$ cat src/rtl/rv32i_pkg.sv
// Shared RV32I definitions for the fetch stage: opcode classes, major opcodes and the NOP word.
package rv32i_pkg;

  typedef enum logic [2:0] {
    R_TYPE      = 3'd0,
    I_TYPE_LOAD = 3'd1,
    I_TYPE_ALU  = 3'd2,
    B_TYPE      = 3'd3,
    S_TYPE      = 3'd4
  } instr_type_t;

  localparam logic [6:0] OPC_OP     = 7'b0110011;
  localparam logic [6:0] OPC_LOAD   = 7'b0000011;
  localparam logic [6:0] OPC_OP_IMM = 7'b0010011;
  localparam logic [6:0] OPC_BRANCH = 7'b1100011;
  localparam logic [6:0] OPC_STORE  = 7'b0100011;

  // addi x0, x0, 0
  localparam logic [31:0] NOP_INSTR = 32'h0000_0013;

endpackage

$ cat src/rtl/opcode_class.sv
// Combinational opcode classifier: maps instr[6:0] onto the decoder's instruction class.
// Unknown opcodes report S_TYPE together with unsupported_o.
import rv32i_pkg::*;

module opcode_class (
  input  logic [6:0]  opcode_i,
  output instr_type_t type_o,
  output logic        unsupported_o
);

  always_comb begin
    type_o        = S_TYPE;
    unsupported_o = 1'b0;
    case (opcode_i)
      OPC_OP:     type_o = R_TYPE;
      OPC_LOAD:   type_o = I_TYPE_LOAD;
      OPC_OP_IMM: type_o = I_TYPE_ALU;
      OPC_BRANCH: type_o = B_TYPE;
      OPC_STORE:  type_o = S_TYPE;
      default:    unsupported_o = 1'b1;
    endcase
  end

endmodule

$ cat src/rtl/instr_fetch.sv
// Non-prefetching instruction fetch stage: FETCH -> WAIT -> HOLD, one word in flight, redirect-aware.
// Optional FETCH_ILLEGAL_TRAP_EN flags unsupported opcodes and halts fetch after their handshake.
import rv32i_pkg::*;

module instr_fetch #(
  parameter logic [31:0] RESET_PC = 32'h0000_0000
) (
  input  logic        clk,
  input  logic        arst_n,
  output logic        imem_req,
  output logic [31:0] imem_addr,
  input  logic        imem_gnt,
  input  logic        imem_rvalid,
  input  logic [31:0] imem_rdata,
  input  logic        redirect_valid,
  input  logic [31:0] redirect_pc,
  output logic        instr_valid,
  input  logic        id_ready,
  output logic [31:0] instr,
  output logic [31:0] instr_pc,
  output instr_type_t instr_type,
  output logic        illegal_instr
);

  localparam logic [1:0] ST_FETCH = 2'd0;
  localparam logic [1:0] ST_WAIT  = 2'd1;
  localparam logic [1:0] ST_HOLD  = 2'd2;
`ifdef FETCH_ILLEGAL_TRAP_EN
  localparam logic [1:0] ST_HALT  = 2'd3;
  localparam logic       TRAP_EN  = 1'b1;
`else
  localparam logic       TRAP_EN  = 1'b0;
`endif

  localparam logic [31:0] PC_INIT = RESET_PC & 32'hFFFF_FFFC;

  logic [1:0]  state_q, state_d;
  logic [31:0] pc_q, pc_d;
  logic        drop_q, drop_d;
  logic        req_en_q;
  logic        valid_q, valid_d;
  logic [31:0] instr_q, instr_d;
  logic [31:0] instr_pc_q, instr_pc_d;
  instr_type_t type_q, type_d;
  logic        illegal_q, illegal_d;

  instr_type_t cls_type;
  logic        cls_unsup;
  logic        fire;

  opcode_class u_opcode_class (
    .opcode_i      (imem_rdata[6:0]),
    .type_o        (cls_type),
    .unsupported_o (cls_unsup)
  );

  // req_en_q keeps the request low until the first edge after reset release.
  assign imem_req      = req_en_q && (state_q == ST_FETCH) && !drop_q;
  assign imem_addr     = pc_q;
  assign fire          = imem_req && imem_gnt;
  assign instr_valid   = valid_q;
  assign instr         = instr_q;
  assign instr_pc      = instr_pc_q;
  assign instr_type    = type_q;
  assign illegal_instr = illegal_q;

  always_comb begin
    state_d    = state_q;
    pc_d       = pc_q;
    valid_d    = valid_q;
    instr_d    = instr_q;
    instr_pc_d = instr_pc_q;
    type_d     = type_q;
    illegal_d  = illegal_q;
    // Any response arriving while a drop is pending is the stale one.
    drop_d     = drop_q && !imem_rvalid;

    if (redirect_valid) begin
      pc_d    = redirect_pc & 32'hFFFF_FFFC;
      valid_d = 1'b0;
      state_d = ST_FETCH;
      // A word is still in flight unless it is returning right now.
      if (fire || ((state_q == ST_WAIT) && !imem_rvalid)) begin
        drop_d = 1'b1;
      end
    end else begin
      case (state_q)
        ST_FETCH: begin
          if (fire) begin
            pc_d    = pc_q + 32'd4;
            state_d = ST_WAIT;
          end
        end
        ST_WAIT: begin
          if (imem_rvalid) begin
            instr_d    = imem_rdata;
            instr_pc_d = pc_q - 32'd4;
            type_d     = cls_type;
            illegal_d  = TRAP_EN & cls_unsup;
            valid_d    = 1'b1;
            state_d    = ST_HOLD;
          end
        end
        ST_HOLD: begin
          if (id_ready) begin
            valid_d = 1'b0;
`ifdef FETCH_ILLEGAL_TRAP_EN
            state_d = illegal_q ? ST_HALT : ST_FETCH;
`else
            state_d = ST_FETCH;
`endif
          end
        end
`ifdef FETCH_ILLEGAL_TRAP_EN
        ST_HALT: state_d = ST_HALT;
`endif
        default: state_d = ST_FETCH;
      endcase
    end
  end

  always_ff @(posedge clk or negedge arst_n) begin
    if (!arst_n) begin
      state_q    <= ST_FETCH;
      pc_q       <= PC_INIT;
      drop_q     <= 1'b0;
      req_en_q   <= 1'b0;
      valid_q    <= 1'b0;
      instr_q    <= NOP_INSTR;
      instr_pc_q <= RESET_PC;
      type_q     <= I_TYPE_ALU;
      illegal_q  <= 1'b0;
    end else begin
      state_q    <= state_d;
      pc_q       <= pc_d;
      drop_q     <= drop_d;
      req_en_q   <= 1'b1;
      valid_q    <= valid_d;
      instr_q    <= instr_d;
      instr_pc_q <= instr_pc_d;
      type_q     <= type_d;
      illegal_q  <= illegal_d;
    end
  end

endmodule

$ cat config.mk
export PLATFORM = sky130hd
export DESIGN_NAME = instr_fetch
export DESIGN_NICKNAME = d
export VERILOG_FILES = /design/src/rtl/rv32i_pkg.sv /design/src/rtl/opcode_class.sv /design/src/rtl/instr_fetch.sv
export SDC_FILE = /design/constraint.sdc
export NUM_CORES = 1
export LEC_CHECK = 0
export ABC_AREA = 0
export ABC_CLOCK_PERIOD_IN_PS = 4400
export CAP_MARGIN = 20
export CORE_ASPECT_RATIO = 0.75
export CORE_UTILIZATION = 69
export DETAILED_ROUTE_END_ITERATION = 8
export DONT_BUFFER_PORTS = 1
export PLACE_DENSITY = 0.91
export SYNTH_ARGS = -nofsm -noshare
export SYNTH_HDL_FRONTEND = slang
export SYNTH_HIERARCHICAL = 1
export SYNTH_SLANG_ARGS = --single-unit
$ cat constraint.sdc
create_clock -name clk -period 4.4 [get_ports clk]
set_clock_uncertainty 0.1 [all_clocks]
set_input_delay 1.1 -clock clk [delete_from_list [all_inputs] [get_ports clk]]
set_output_delay 1.1 -clock clk [all_outputs]
set_load 0.1 [all_outputs]
==> metrics.yaml <==
status: "finished, final reports clean"
drt-total-wl_mm: 12.6
place_area_um2: 5230
crit_required_ns: 4.57
setup_violations: 0
syn_inst: 599
drcViolationCount: 0
grt_start_max_net_pins: 101
worstPathArrival_ns: 3.33
top_level_ports: 172
clock_latency_ns: 0.37
fin_tns_setup_ns: 0
total_power_mw: 3.94
die_w_um: 102
cts_buffers: 9
multi_input_area_um2: 2440
final_util_pct: 75.1
fmax_mhz: 317
tightest_slew_ns: 1.18
drv_slew: 0
routabilityCongestion: 0.912
grt_pass1_wl_mm: 20.0
clock-sinks: 100
rsz0062_at_grt: "false"
cts-root-buf: "clkbuf_8"
die_area_um2: 7890
cts_buffer_depth: 2
grt.busiest_layer: "met2"
htreeDepth: 3
core_um2: 7330
routedWlPerCell_um: 18.3
nNetsFinal: 654
design_area_um2: 5500
place_ws_ns: 1.32
leakagePower_nw: 2.42
fin_crit_sh_pct: 71.8
postCtsSetupRepairBufs: 0
drv_cap: 0
syn-cell-area_um2: 5200
initial_core_util_pct: 70.9
hpwlAfterDp_mm: 9.24
fill_cells: 549
crit_type: "register to register"
drive_above_1_share_pct: 9.20
track_usage_pct: 33.4
use_met1_pct: 46.6
slew_headroom_pct: 21.4
hold_viol: 0
grt_pass1_vias: 3934
setup.worst_path.end_class: "register"
ctsHoldBuffers: 0
antennaDiodeCount: 0
use_met2_pct: 49.8
reg2reg_depth: 8
post-route-min-period_ns: 3.16
die-height_um: 77.2
cp-start-kind: "register"
synth.avg_cell_area_um2: 8.68
drt_iter0_drc: 451
core.rowCount: 27
cts.repair.resized: 0
ys.warnings.count: 6
io_buffers: 0
drtPass1Iterations: 5
power_density_nw_per_um2: 716
globalRouteOverflowTotal: 0
cts.reportedPaths.clkPinSlew_ns: 0.10
regArea_um2: 2510
ant_nets: 0
crit_fanout: 10
vdd_ir_drop_max_uv: 369
hp-class: "input port to async pin"
grt.met3_usage_pct: 11.7
synthToLayoutAreaGrowth_pct: 5.85
antenna_found_initial: 0
tritoncts: "built"
fin_ws_ns: 1.24
vias: 4246
routed_via_density: 6.17
-- placed cells by master, fill, tap and decap left out, types with 3 or more instances in the layout --
| cell | count |
|---|---|
| nor4_1 | 7 |
| conb_1 | 6 |
| nand2_1 | 168 |
| clkbuf_8 | 10 |
| nor2_1 | 27 |
| xor2_1 | 23 |
| dfstp_2 | 4 |
| nand4_1 | 15 |
| and4_1 | 5 |
| o211ai_1 | 6 |
| buf_4 | 16 |
| and2_1 | 3 |
| or3_1 | 6 |
| nand3b_1 | 3 |
| nand3_1 | 29 |
| xnor2_1 | 19 |
| a21oi_1 | 8 |
| or4_1 | 6 |
| nor3_1 | 14 |
| o21ai_1 | 3 |
| inv_1 | 9 |
| and3_1 | 3 |
| nand2b_1 | 3 |
| o21ai_0 | 45 |
| dfrtp_1 | 96 |
-- worst max-delay path: stages (launching register included) --
cell and delay, ns:
dfrtp_1 0.76, buf_6 0.32, inv_1 0.06, ha_1 0.17
or4b_4 0.51, nor4b_4 0.57, nand3_1 0.17, xor2_1 0.18
o21ai_0 0.23
-- final timing paths --
| check | start | slack [ns] | end |
|---|---|---|---|
| worst min-delay path | arst_n | 0.32 | instr[10] |
| worst max register to register | imem_addr[2] | 1.24 | instr_pc[26] |
| min in group clk | drop_q | 0.51 | drop_q |
| worst max-delay path | imem_addr[2] | 1.24 | instr_pc[26] |
| max in group asynchronous | arst_n | 3.66 | instr_type[1] |
| worst min register to register | drop_q | 0.51 | drop_q |
-- registers in the layout (all words and copies together), names as in the netlist --
| name | cells |
|---|---|
| state_q | 2 |
| instr | 32 |
| drop_q | 1 |
| instr_pc | 30 |
| req_en_q | 1 |
| instr_valid | 1 |
| instr_type | 3 |
| imem_addr | 30 |
-- final cells by class --
| type | instances | area share, % |
|---|---|---|
| sequential | 100 | 45.6 |
| multi-input combinational | 442 | 44.3 |
| timing repair buffer | 18 | 2.89 |
| clock buffer | 10 | 2.50 |
| tap | 101 | 2.30 |
| clock inverter | 6 | 1.73 |
| inverter | 11 | 0.750 |
-- per-layer routing --
metal,vias up,wire length [µm]
met5,-,0
met4,0,218
met3,22,1370
met2,239,5620
met1,1999,5400
li1,1986,-
-- report_power, final --
part           internal, mW  switching [mW]  leakage, nW
clock                 0.342           0.332        0.111
combinational         0.161           0.309         1.06
sequential             1.10            1.69         1.25
-- through the flow --
step / hold WS, ns / std cells
4_1_cts: 0.305 / 686
5_1_grt: 0.286 / 688
2_1_floorplan: 0.418 / 603
3_3_place_gp: 0.478 / 670
3_5_place_dp: 0.486 / 670
6_report: 0.318 / 688
Power figures use the tool's default switching activity.
